<file path="src/rtl/sipo_rx.sv">
// Parametrised UART receive deserialiser: oversampled start detection with false-start
// rejection, optional parity, 1/2 stop bits, held output word with valid/ack handshake.
module sipo_rx #(
  parameter int DATA_BITS  = 8,
  parameter int OVERSAMPLE = 16,
  parameter int PARITY_EN  = 0,
  parameter int PARITY_ODD = 0,
  parameter int STOP_BITS  = 1
) (
  input  logic                 clk,
  input  logic                 rst,
  input  logic                 baudTick,
  input  logic                 serialInput,
  input  logic                 readAck,
  output logic [DATA_BITS-1:0] parallelOutput,
  output logic                 dataValid,
  output logic                 parityError,
  output logic                 frameError,
  output logic                 overrunError,
  output logic                 busy
);

  localparam int CNT_W = $clog2(OVERSAMPLE);
  localparam logic [CNT_W-1:0] HALF_LAST = CNT_W'(OVERSAMPLE / 2 - 1);
  localparam logic [CNT_W-1:0] FULL_LAST = CNT_W'(OVERSAMPLE - 1);
  localparam logic [3:0]       DATA_LAST = 4'(DATA_BITS - 1);
  localparam logic [3:0]       STOP_LAST = 4'(STOP_BITS - 1);

  typedef enum logic [2:0] {
    IDLE,
    START,
    DATA,
    PARITY,
    STOP,
    WAIT_HIGH
  } state_t;

  state_t                 state_reg;
  logic [CNT_W-1:0]       cnt_reg;
  logic [3:0]             bit_idx_reg;
  logic [DATA_BITS-1:0]   shift_reg;
  logic                   par_err_reg;
  logic                   frm_err_reg;
  logic                   rx_meta_reg;
  logic                   rx_s_reg;
  logic [DATA_BITS-1:0]   data_reg;
  logic                   valid_reg;
  logic                   par_out_reg;
  logic                   frm_out_reg;
  logic                   ovr_reg;

  logic                   last_stop_sample;
  logic                   frm_final;

  // Two-flop synchroniser; resets to the idle (high) line level.
  always_ff @(posedge clk or negedge rst) begin
    if (!rst) begin
      rx_meta_reg <= 1'b1;
      rx_s_reg    <= 1'b1;
    end else begin
      rx_meta_reg <= serialInput;
      rx_s_reg    <= rx_meta_reg;
    end
  end

  assign last_stop_sample = baudTick && (state_reg == STOP) &&
                            (cnt_reg == FULL_LAST) && (bit_idx_reg == STOP_LAST);
  assign frm_final        = frm_err_reg | ~rx_s_reg;

  always_ff @(posedge clk or negedge rst) begin
    if (!rst) begin
      state_reg   <= IDLE;
      cnt_reg     <= '0;
      bit_idx_reg <= '0;
      shift_reg   <= '0;
      par_err_reg <= 1'b0;
      frm_err_reg <= 1'b0;
      data_reg    <= '0;
      valid_reg   <= 1'b0;
      par_out_reg <= 1'b0;
      frm_out_reg <= 1'b0;
      ovr_reg     <= 1'b0;
    end else begin
      if (baudTick) begin
        case (state_reg)
          IDLE: begin
            if (!rx_s_reg) begin
              state_reg <= START;
              cnt_reg   <= '0;
            end
          end
          START: begin
            if (cnt_reg == HALF_LAST) begin
              cnt_reg <= '0;
              if (rx_s_reg) begin
                state_reg <= IDLE;
              end else begin
                state_reg   <= DATA;
                bit_idx_reg <= '0;
                par_err_reg <= 1'b0;
                frm_err_reg <= 1'b0;
              end
            end else begin
              cnt_reg <= cnt_reg + CNT_W'(1);
            end
          end
          DATA: begin
            if (cnt_reg == FULL_LAST) begin
              cnt_reg   <= '0;
              shift_reg <= {rx_s_reg, shift_reg[DATA_BITS-1:1]};
              if (bit_idx_reg == DATA_LAST) begin
                bit_idx_reg <= '0;
                state_reg   <= (PARITY_EN != 0) ? PARITY : STOP;
              end else begin
                bit_idx_reg <= bit_idx_reg + 4'd1;
              end
            end else begin
              cnt_reg <= cnt_reg + CNT_W'(1);
            end
          end
          PARITY: begin
            if (cnt_reg == FULL_LAST) begin
              cnt_reg     <= '0;
              par_err_reg <= ((^shift_reg) ^ rx_s_reg) != 1'(PARITY_ODD);
              state_reg   <= STOP;
            end else begin
              cnt_reg <= cnt_reg + CNT_W'(1);
            end
          end
          STOP: begin
            if (cnt_reg == FULL_LAST) begin
              cnt_reg     <= '0;
              frm_err_reg <= frm_final;
              if (bit_idx_reg == STOP_LAST) begin
                bit_idx_reg <= '0;
                // A low final stop means break or stuck line: wait for it to recover.
                state_reg   <= rx_s_reg ? IDLE : WAIT_HIGH;
              end else begin
                bit_idx_reg <= bit_idx_reg + 4'd1;
              end
            end else begin
              cnt_reg <= cnt_reg + CNT_W'(1);
            end
          end
          WAIT_HIGH: begin
            if (rx_s_reg) state_reg <= IDLE;
          end
          default: state_reg <= IDLE;
        endcase
      end

      // An ack arriving with a new frame frees the holding register for it.
      if (last_stop_sample) begin
        if (!valid_reg || readAck) begin
          data_reg    <= shift_reg;
          par_out_reg <= par_err_reg;
          frm_out_reg <= frm_final;
          valid_reg   <= 1'b1;
          ovr_reg     <= 1'b0;
        end else begin
          ovr_reg <= 1'b1;
        end
      end else if (readAck && valid_reg) begin
        valid_reg   <= 1'b0;
        par_out_reg <= 1'b0;
        frm_out_reg <= 1'b0;
        ovr_reg     <= 1'b0;
      end
    end
  end

  assign parallelOutput = data_reg;
  assign dataValid      = valid_reg;
  assign parityError    = par_out_reg;
  assign frameError     = frm_out_reg;
  assign overrunError   = ovr_reg;
  assign busy           = (state_reg != IDLE);

endmodule

</file>
<file path="config.mk">
export PLATFORM = sky130hd
export DESIGN_NAME = sipo_rx
export DESIGN_NICKNAME = d
export VERILOG_FILES = /design/src/rtl/sipo_rx.sv
export SDC_FILE = /design/constraint.sdc
export NUM_CORES = 1
export LEC_CHECK = 0
export ABC_CLOCK_PERIOD_IN_PS = 3100
export CAP_MARGIN = 40
export CORE_AREA = 2 2 74 76
export DETAILED_ROUTE_END_ITERATION = 7
export DIE_AREA = 0 0 76 78
export HOLD_SLACK_MARGIN = 0.08
export PLACE_DENSITY = 0.6
export SETUP_SLACK_MARGIN = 0.4
export SLEW_MARGIN = 20
export SYNTH_ARGS = -nofsm -noshare
export SYNTH_HDL_FRONTEND = slang
export SYNTH_SLANG_ARGS = --single-unit
</file>
<file path="constraint.sdc">
create_clock -name clk -period 3.1 [get_ports clk]
set_input_delay 0.62 -clock clk [delete_from_list [all_inputs] [get_ports clk]]
set_output_delay 0.62 -clock clk [all_outputs]
set_load 0.02 [all_outputs]
</file>
Word level (Yosys, flattened, before mapping)
Index checks and enable logic that the tools add are counted.
{ "word_totals": {"reg_bits": 35, "mem_count": 0, "output_inout_bits": 13, "mem_bits_rw": 0, "latch_bits": 0, "rom_bits": 0, "elab_cells": 96} }
{ "classes": {"bitwise": 3, "n_mux": 36, "add_sub_neg": 2, "n_eq_ne": 18, "mul": 0, "n_shift": 0, "div_mod_pow": 0, "magnitude_cmp": 0, "reduce_logical": 24} }
{ "ops": {"columns": ["op", "count"], "rows": [
  ["$mux W4", 8],
  ["$mux W3", 9],
  ["$pmux W4 S3", 2],
  ["$pmux W3 S6", 1],
  ["$ne A2 B2 Y1 const B", 7],
  ["$mux W1", 13],
  ["$reduce_and A5 Y1", 2],
  ["$reduce_and A9 Y1", 1],
  ["$reduce_bool A3 Y1", 3],
  ["$add A4 B1 Y4 const B", 2],
  ["$eq A4 B3 Y1 const B", 2],
  ["$reduce_xor A8 Y1", 1],
  ["$eq A3 B2 Y1 const B", 2],
  ["$eq A3 B3 Y1 const B", 2],
  ["$ne A2 B1 Y1 const B", 3],
  ["$reduce_and A3 Y1", 2],
  ["$reduce_and A6 Y1", 1],
  ["$reduce_bool A2 Y1", 3],
  ["$eq A4 B4 Y1 const B", 1],
  ["$logic_and A1 B1 Y1", 4],
  ["$logic_not A4 Y1", 1],
  ["$pmux W1 S2", 2],
  ["$reduce_and A2 Y1", 2],
  ["$eq A3 B1 Y1 const B", 1],
  ["other kinds (8)", 8]
]} }

Logic depth before layout (Yosys ltp)
Gate-level depths: netlist (run 1).
{ "logic_depth": {"word_depth": 6, "depth_mapped": 7, "ltp_nobuf": 7} }

Worst setup path after synthesis (run 1)
Ideal clock, no wire load.
{ "synth_timing": {"kind": "register to register", "from": "register bit_idx_reg[0]", "to": "register state_reg[0]", "n_path_buf": 0, "path_stages_with_launch": 8, "arrival_time_ns": 1.637, "path_slack_ns": 1.338, "synth_period_minus_slack_ns": 1.762, "required_ns": 2.975, "cell_sequence": "dfrtp_1 -> inv_1 -> ha_1 -> nor3b_2 -> o21a_2 -> nor3_2 -> nand3b_4 -> mux2_4"} }
{ "synth_between": {"elab_chain_cells": 3} }
{ "synth_lines": {"columns": ["item", "line", "text"], "rows": [
  ["start: declaration", "40", "logic [3:0] bit_idx_reg;"],
  ["start signal: assignment", "115", "bit_idx_reg <= bit_idx_reg + 4'd1;"],
  ["start signal: assignment", "139", "bit_idx_reg <= bit_idx_reg + 4'd1;"],
  ["$eq A4 B3 Y1 or $logic_not A4 Y1 (tied branches)", "111, 134", null],
  ["$ne A2 B2 Y1 (no line) or $ne A2 B1 Y1 (tied branches)", null, null],
  ["$reduce_and A9 Y1 (no line) (*)", null, null],
  ["end signal: assignment", "113", "state_reg <= (PARITY_EN != 0) ? PARITY : STOP;"],
  ["end signal: assignment", "137", "state_reg <= rx_s_reg ? IDLE : WAIT_HIGH;"],
  ["end: declaration", "38", "state_t state_reg;"]
]} }
Mark *: on every way between the ends. The rest lies on a longest branch, timed or not.
A chain may end at the register's enable or synchronous reset.

Worst setup path after layout (run 1)
{ "layout_timing": {"from": "register state_reg[0]", "to": "output busy"} }
{ "layout_between": {"elab_chain_cells": 1} }
{ "layout_lines": {"columns": ["item", "line", "text"], "rows": [
  ["$reduce_bool A3 Y1", "177", "assign busy = (state_reg != IDLE);"],
  ["end: declaration", "20", "output logic busy"]
]} }
No other way between the ends.

==> metrics.txt, run 1 <==
outcome finished clean; number of library cell types mapped by synthesis 57; CTS resizes 0; reg2reg setup slack ~1.1 ns; HPWL after DPL 2.57 mm; Antenna Nets Post-Route 0; worst reg2reg startpoint bit_idx_reg[0]; Critical Path Start state_reg[0]; Vias/cell between 5 and 6; Num CTS Buffers 5; Hold WC Path Type reg -> reg; unrepaired setup endpoints after global routing no; Syn Nets roughly 180; CTS tree yes; Worst Path Arrival approximately 1.8 ns; # setup viols final 0; Max FO, Critical Path 13; Net Sw Power about 600 uW; area grow syn2layout 17.0%; setup_tns 0 ns; initial drt markers 93; CP Launch Type register; Final Skew between 0.008 and 0.009 ns; DRC violations left 0; final wirelength 3.68 mm; critical path capture point busy; first-pass GRT wire length ~6.6 mm; drt pass-1 iters 4; P_int roughly 1000 uW; Switching Share 0.375; die area between 5000 and 6000 sq um; share of cells above drive strength 1 0.271; nets a little under 200; R2R Path End state_reg[0]; Reg clk slew, reported paths 0.07 ns; Rows 26; GR Util All Layers 0.138; Flop pwr share 0.385; cell count after synthesis 168; insertion delay to the later sink of the worst-skew pair between 0.2 and 0.3 ns; Max Freq 406 MHz; Pins Over Slew Limit 0; PortBufs 17; Gate power share 0.350; worst path required time 2.48 ns; Peak VDD IR about 0.27 mV; Final Instance Area about 2300 sq um; GRT overflow 0; Worst-Margin Slew ~0.6 ns; max_cap viols 0; routed via count roughly 1300; yosys warns 0; CTS Root Cell clkbuf_8; Setup crit end kind output port; Top FF cell, synth dfrtp_1; Hold Crit Start rx_meta_reg; syn_area_per_cell between 10 and 15 sq um; cts hold-fix bufs 0; Die Ht between 70 and 80 um; core area approximately 5000 sq um; Netlist Area Pre-Place 1970 sq um; async set-reset flop share out of synthesis 1.00; Ports 18; Fin. Hold Viols 0; crit share post-route 0.794; antenna cells 0; largest net degree at the start of global routing 36; antenna violations before repair 0; Placer Congestion 0.858; sequential area share after synthesis 0.446; Tmin final about 2.5 ns; WS Path Type reg -> out; Max Root-Sink Buffers 2; Die W ~76 um; # H-tree levels 2; TritonCTS Sinks 35; Initial Util 0.390; Placed Area 2190 sq um; worst hold stages 0; clock power share 0.265; worst r2r path cells 7; leakage power approximately 0.0010 uW; synthesized flop and latch total 35; routed len/inst 14.2 um; worst relative slew slack 0.612; PwrDens 693 nW/um^2; Power Total 1600 uW; vias in the first global route roughly 1300; setup bufs post-CTS 0; number of synthesized flops with an enable pin 0
## power by group through the flow
stage | registers [uW] | clock network, uW | logic (uW)
after floorplan | 572 | 0 | 506
after global placement | 621 | 0 | 540
after detailed placement | 623 | 0 | 557
after CTS | 614 | 435 | 563
after global routing | 634 | 452 | 621
final | 614 | 423 | 559
## worst max-delay path, cell delays in order, from the launching register on
cell             delay [ns]
dfrtp_1                0.72
nor2_4                 0.14
nand2_1                0.10
clkdlybuf4s50_1        0.60
## worst min-delay path by stage
stage                     endpoint  slack (ns)
floorplan           bit_idx_reg[0]        0.32
CTS                       rx_s_reg        0.36
global placement          rx_s_reg        0.35
detailed placement        rx_s_reg        0.35
finish                    rx_s_reg        0.36
global route              rx_s_reg        0.36
## cells by family after synthesis
logic type | Yosys count | synth area share
and+or+nand+nor | 48 | 0.172
AOI/OAI and AO/OA | 39 | 0.152
DFF | 35 | 0.446
muxes | 20 | 0.132
buffers and inverters | 15 | 0.0432
xor gates and xnor gates | 8 | 0.0356
adders and majority gates | 3 | 0.0191
## cell type report
| type | instances | area, sq um |
|---|---|---|
| Fill cell | 480 | 2740 |
| Multi-Input combinational cell | 118 | 1000 |
| Sequential cell | 35 | 878 |
| Timing Repair Buffer | 19 | 185 |
| Tap cell | 70 | 87.6 |
| Clock buffer | 5 | 68.8 |
| Clock inverter | 3 | 46.3 |
| Inverter | 8 | 32.5 |
## synth_stat cells, types with 2 or more instances
| cell | number | area (sq um) |
|---|---|---|
| a211oi_1 | 2 | 15.0 |
| a21oi_1 | 6 | 30.0 |
| buf_2 | 3 | 15.0 |
| buf_4 | 2 | 15.0 |
| buf_6 | 2 | 22.5 |
| dfrtp_1 | 33 | 826 |
| dfstp_2 | 2 | 52.6 |
| ha_1 | 3 | 37.5 |
| inv_1 | 7 | 26.3 |
| mux2_2 | 7 | 78.8 |
| mux2_4 | 10 | 150 |
| mux2i_1 | 2 | 20.0 |
| nand2_1 | 8 | 30.0 |
| nand2b_1 | 4 | 25.0 |
| nand3_1 | 10 | 50.1 |
| nor2_1 | 5 | 18.8 |
| nor2_4 | 2 | 22.5 |
| nor3_1 | 2 | 10.0 |
| nor3_2 | 3 | 30.0 |
| o21a_2 | 2 | 17.5 |
| o21ai_0 | 4 | 20.0 |
| o21ai_1 | 5 | 25.0 |
| o221ai_1 | 3 | 26.3 |
| o31ai_1 | 2 | 15.0 |
| xnor2_1 | 7 | 61.3 |
## layer usage
metal | global-route usage | vias to the layer above | share of wire
met2 | 0.221 | 29 | 0.47
met1 | 0.180 | 654 | 0.47
li1 | - | 649 | -
met4 | 0.0600 | 0 | 0.019
met5 | 0 | - | 0
met3 | 0.0302 | 7 | 0.040
## cell usage in the layout (no fill, tap or decap), types with 2 or more instances in the layout
cell type,count
inv_1,7
o21a_2,2
dfstp_2,2
clkbuf_8,5
buf_4,2
o21ai_0,4
dfrtp_1,33
nor2_4,2
nor3_1,2
nor3_2,3
mux2_4,10
o21ai_1,5
o31ai_1,2
nor2_1,5
ha_1,3
nand2b_1,4
xnor2_1,7
o221ai_1,3
a211oi_1,2
clkdlybuf4s50_1,17
a21oi_1,6
nand3_1,10
mux2i_1,2
nand2_1,8
mux2_2,7
## stage by stage
stage | util | hold WS, ns | setup slack [ns] | instances
after floorplan | - | 0.324 | 1.34 | 168
after global placement | 0.434 | 0.346 | 0.774 | 250
after detailed placement | 0.434 | 0.353 | 0.731 | 250
after CTS | 0.457 | 0.360 | 0.634 | 258
after global routing | 0.457 | 0.362 | 0.527 | 258
final | 0.457 | 0.358 | 0.640 | 258
No activity file was read; power rests on OpenSTA's default activity.
==> run 2: changes to the inputs <==
--- a/config.mk
+++ b/config.mk
@@ -5,13 +5,13 @@
 export SDC_FILE = /design/constraint.sdc
 export NUM_CORES = 1
 export LEC_CHECK = 0
-export ABC_CLOCK_PERIOD_IN_PS = 3100
+export ABC_CLOCK_PERIOD_IN_PS = 1950
 export CAP_MARGIN = 40
 export CORE_AREA = 2 2 74 76
 export DETAILED_ROUTE_END_ITERATION = 7
 export DIE_AREA = 0 0 76 78
 export HOLD_SLACK_MARGIN = 0.08
-export PLACE_DENSITY = 0.6
+export PLACE_DENSITY = 0.62
 export SETUP_SLACK_MARGIN = 0.4
 export SLEW_MARGIN = 20
 export SYNTH_ARGS = -nofsm -noshare
==> constraint.sdc (replaced) <==
create_clock -name clk -period 1.95 [get_ports clk]
set_input_delay 0.39 -clock clk [delete_from_list [all_inputs] [get_ports clk]]
set_output_delay 0.39 -clock clk [all_outputs]
set_load 0.02 [all_outputs]
==> metrics.txt, run 2 (synthesis results as in run 1) <==
Final Instance Area approximately 2700 sq um; commonest non-fill, non-tap cells in the layout buf_4 (31), dfrtp_1 (30), mux2_4 (18); Initial Util 0.390; final wirelength 4.51 mm; die area roughly 5900 sq um; PwrDens between 1000 and 1500 nW/um^2; Pins Over Slew Limit 0; commonest non-fill, non-tap cell in the layout buf_4; Peak VDD IR between 0.3 and 0.4 mV; Worst Path Arrival between 1.5 and 2 ns; Rows 26; insertion delay to the later sink of the worst-skew pair just under 0.3 ns; area grow syn2layout 39.5%; worst reg2reg startpoint state_reg[1]; vias in the first global route 1531; antenna cells 0; worst hold stages 0; core area roughly 5000 sq um; outcome finished clean; Placed Area between 2000 and 2500 sq um; CTS Root Cell clkbuf_8; CP Launch Type register; antenna violations before repair 0; routed len/inst roughly 15 um; worst path required time around 2.1 ns; setup_tns 0 ns; fill count around 400; Max Freq between 500 and 600 MHz; Num CTS Buffers 5; worst r2r path cells 6; initial drt markers 98; max_cap viols 0; Fin. Hold Viols 0; GRT overflow 0; WHS Endpoint rx_s_reg; DRC violations left 0; TritonCTS Sinks 35; Hold Crit Start rx_meta_reg; Tmin final between 1.5 and 2 ns; Die Ht around 80 um; Max Root-Sink Buffers 2; Power Total a little over 3000 uW; Hold WC Path Type reg -> reg; share of cells above drive strength 1 0.491; R2R Path End bit_idx_reg[3]; CTS tree yes; crit share post-route 0.900; HPWL after DPL slightly below 3 mm; worst relative slew slack 0.701; routed via count 1504; Final Skew around 0.0091 ns; # H-tree levels 2; leakage power ~0.0013 uW; Antenna Nets Post-Route 0; reg2reg setup slack between 0.15 and 0.2 ns; Setup crit end kind register; # setup viols final 0; WS Path Type reg -> reg; GR Util All Layers 0.157; largest net degree at the start of global routing 36; drt pass-1 iters 4; Reg clk slew, reported paths roughly 0.080 ns; Max FO, Critical Path 6; Ports 18; Vias/cell ~5; Hold WS between 0.3 and 0.4 ns; Worst-Margin Slew about 0.45 ns; first-pass GRT wire length 7.47 mm; unrepaired setup endpoints after global routing yes; Die W 76 um; Placer Congestion between 0.8 and 0.9; nets between 200 and 250; PortBufs 17
[run 2: cell count changes in the layout (fill, tap and decap cells not counted), moves of 3 or more]
| cell | change |
|---|---|
| mux2_4 | +8 |
| dfrtp_2 | +3 |
| o21ai_2 | +3 |
| dfrtp_1 | -3 |
| dlygate4sd2_1 | +12 |
| nand3_1 | -4 |
| clkdlybuf4s50_1 | -13 |
| mux2_2 | -7 |
| buf_6 | +4 |
| buf_4 | +29 |
[run 2: final cells by class]
cell class	count	area, sq um	share of cell area
clock buffer	5	68.8	0.0251
clock inverter	3	20.0	0.00729
inverter	8	32.5	0.0119
multi-input combinational	118	1210	0.439
sequential	35	882	0.321
tap	70	87.6	0.0319
timing repair buffer	53	448	0.163
[run 2: critical path: stages (launching register included)]
cell,delay [ns]
dfrtp_2,0.47
buf_4,0.17
buf_4,0.15
o31a_2,0.40
o21a_4,0.16
buf_6,0.13
a31o_1,0.16
[run 2: through the flow]
step	instances	worst slack, ns	util
4_1_cts	281	0.193	0.516
3_5_place_dp	259	0.0325	0.463
5_1_grt	292	0.141	0.544
6_report	292	0.195	0.544
3_3_place_gp	259	0.0540	0.463
2_1_floorplan	168	0.249	-
[run 2: routing by layer]
metal | up-vias | wire length, um | global-route usage
met2 | 32 | 2320 | 0.262
li1 | 718 | - | -
met1 | 746 | 1960 | 0.201
met5 | - | 0 | 0
met4 | 0 | 61 | 0.0509
met3 | 8 | 167 | 0.0395
[run 2: what timing repair did]
item,in CTS,in global routing
endpoints found under the hold margin,0,0
setup buffers,14,11
hold buffers,0,0
setup endpoints to repair,42,32
pin swaps,16,5
gates resized for setup,29,17
[run 2: power by group]
part	switching [uW]	internal, uW	leakage [uW]
combinational	765	772	0.000746
clock	270	248	0.0000402
sequential	148	825	0.000470
[run 2: worst max path at each step]
stage / start / to / slack, ns / cells after the start
global route: bit_idx_reg[0] / parallelOutput[4] / 0.14 / 7
detailed placement: baudTick / parallelOutput[4] / 0.03 / 5
CTS: bit_idx_reg[0] / parallelOutput[4] / 0.19 / 7
floorplan: bit_idx_reg[0] / state_reg[0] / 0.25 / 7
global placement: baudTick / parallelOutput[5] / 0.05 / 5
finish: state_reg[1] / bit_idx_reg[3] / 0.19 / 6
==> run 3: changes to the inputs <==
--- a/config.mk
+++ b/config.mk
@@ -5,13 +5,13 @@
 export SDC_FILE = /design/constraint.sdc
 export NUM_CORES = 1
 export LEC_CHECK = 0
-export ABC_CLOCK_PERIOD_IN_PS = 1950
+export ABC_CLOCK_PERIOD_IN_PS = 1700
 export CAP_MARGIN = 40
 export CORE_AREA = 2 2 74 76
 export DETAILED_ROUTE_END_ITERATION = 7
 export DIE_AREA = 0 0 76 78
 export HOLD_SLACK_MARGIN = 0.08
-export PLACE_DENSITY = 0.62
+export PLACE_DENSITY = 0.6
 export SETUP_SLACK_MARGIN = 0.4
 export SLEW_MARGIN = 20
 export SYNTH_ARGS = -nofsm -noshare
==> constraint.sdc (replaced) <==
create_clock -name clk -period 1.7 [get_ports clk]
set_input_delay 0.34 -clock clk [delete_from_list [all_inputs] [get_ports clk]]
set_output_delay 0.34 -clock clk [all_outputs]
set_load 0.02 [all_outputs]
==> metrics.txt, run 3 (synthesis results as in run 1) <==
Antenna Nets Post-Route 0; critical path capture point state_reg[1]; initial drt markers between 80 and 90; leakage power ~0.0013 uW; DP Worst Slack -0.0807 ns; vias in the first global route around 1600; commonest non-fill, non-tap cell in the layout buf_4; CTS tree yes; nets 240; GR Util All Layers 0.168; worst r2r path cells 7; Max Root-Sink Buffers 2; Reg clk slew, reported paths ~0.08 ns; Ports 18; worst reg2reg startpoint bit_idx_reg[1]; worst relative slew slack 0.726; commonest non-fill, non-tap cells in the layout buf_4 (40), dfrtp_1 (31), mux2_4 (18); Hold Crit Start rx_meta_reg; area grow syn2layout 44.8%; outcome complete, but fails checks; CP Launch Type register; Vias/cell 5.15; TritonCTS Sinks 35; drt pass-1 iters 4; # setup viols final 14; core area roughly 5000 sq um; routed len/inst between 15 and 20 um; max_cap viols 0; Worst Path Arrival 1.96 ns; GRT overflow 0; PortBufs 17; Fin. Hold Viols 0; Worst-Margin Slew between 0.4 and 0.5 ns; final setup margin -0.0798 ns; HPWL after DPL between 3 and 4 mm; first-pass GRT wire length 7.87 mm; Initial Util 0.390; Final Non-Filler Cells between 300 and 400; final wirelength between 4 and 5 mm; # H-tree levels 2; Max FO, Critical Path 4; Pins Over Slew Limit 0; Placer Congestion 0.818; worst path required time between 1.5 and 2 ns; insertion delay to the later sink of the worst-skew pair 0.29 ns; die area 5930 sq um; antenna violations before repair 0; Hold WC Path Type reg -> reg; reg2reg setup slack -0.08 ns; CTS Root Cell clkbuf_8; WS Path Type reg -> reg; Final Skew between 0.006 and 0.007 ns; PwrDens ~1300 nW/um^2; antenna cells 0; Die Ht approximately 80 um; Die W 76 um; share of cells above drive strength 1 0.549; crit share post-route 1.05; largest net degree at the start of global routing 36; routed via count 1559; Util after Layout 0.565; Setup crit end kind register; Num CTS Buffers 5; unrepaired setup endpoints after global routing yes; Peak VDD IR 0.714 mV; violated checks setup timing; Critical Path Start bit_idx_reg[1]; DRC violations left 0; Tmin final ~1.8 ns; R2R Path End state_reg[1]; Max Freq 562 MHz; Cells after DPL approximately 290; cts hold-fix bufs 0; Rows 26
[run 3: metrics by stage]
step / total power, uW / setup TNS, ns / cell area (sq um) / hold WS, ns
after floorplan: 2060 / -0.00188 / 2060 / 0.0444
after global placement: 2560 / -0.564 / 2560 / 0.346
after detailed placement: 2620 / -1.15 / 2560 / 0.348
after CTS: 3680 / -0.550 / 2810 / 0.359
after global routing: 4030 / -1.32 / 2850 / 0.360
final: 3820 / -0.640 / 2850 / 0.358
[run 3: worst max-delay path: stages (launching register included)]
cell and delay, ns:
dfrtp_1 0.39, inv_2 0.08, ha_4 0.12, nor3b_4 0.28, o21a_2 0.23, nor3_4 0.04
nand3b_4 0.19, mux2_4 0.32
[run 3: routing by layer]
layer | wire length [um] | global-route usage
met2 | 2330 | 0.279
met4 | 70 | 0.0564
met3 | 149 | 0.0465
met1 | 2030 | 0.211
met5 | 0 | 0
[run 3: report_power, final]
| group | switching [uW] | internal, uW | total, uW | leakage, uW |
|---|---|---|---|---|
| sequential | 176 | 944 | 1120 | 0.000472 |
| clock | 312 | 586 | 898 | 0.0000654 |
| combinational | 868 | 933 | 1800 | 0.000762 |
[run 3: cell type report]
| cell class | count | area, sq um |
|---|---|---|
| Fill cell | 428 | 2190 |
| Tap cell | 70 | 87.6 |
| Multi-Input combinational cell | 118 | 1190 |
| Inverter | 8 | 32.5 |
| Clock buffer | 6 | 72.6 |
| Sequential cell | 35 | 881 |
| Clock inverter | 2 | 60.1 |
| Timing Repair Buffer | 64 | 531 |
[run 3: timing repair]
| item | 4_1_cts | 5_1_grt |
|---|---|---|
| endpoints found under the setup margin | 45 | 42 |
| pin swaps | 10 | 6 |
| gates resized for setup | 53 | 19 |
| setup buffers | 4 | 6 |
| cloned | 0 | 0 |
[run 3: worst min path at each step]
stage	end	slack, ns	cells after the start
floorplan	bit_idx_reg[0]	0.04	0
global placement	rx_s_reg	0.35	0
detailed placement	rx_s_reg	0.35	0
CTS	rx_s_reg	0.36	0
global route	rx_s_reg	0.36	0
finish	rx_s_reg	0.36	0
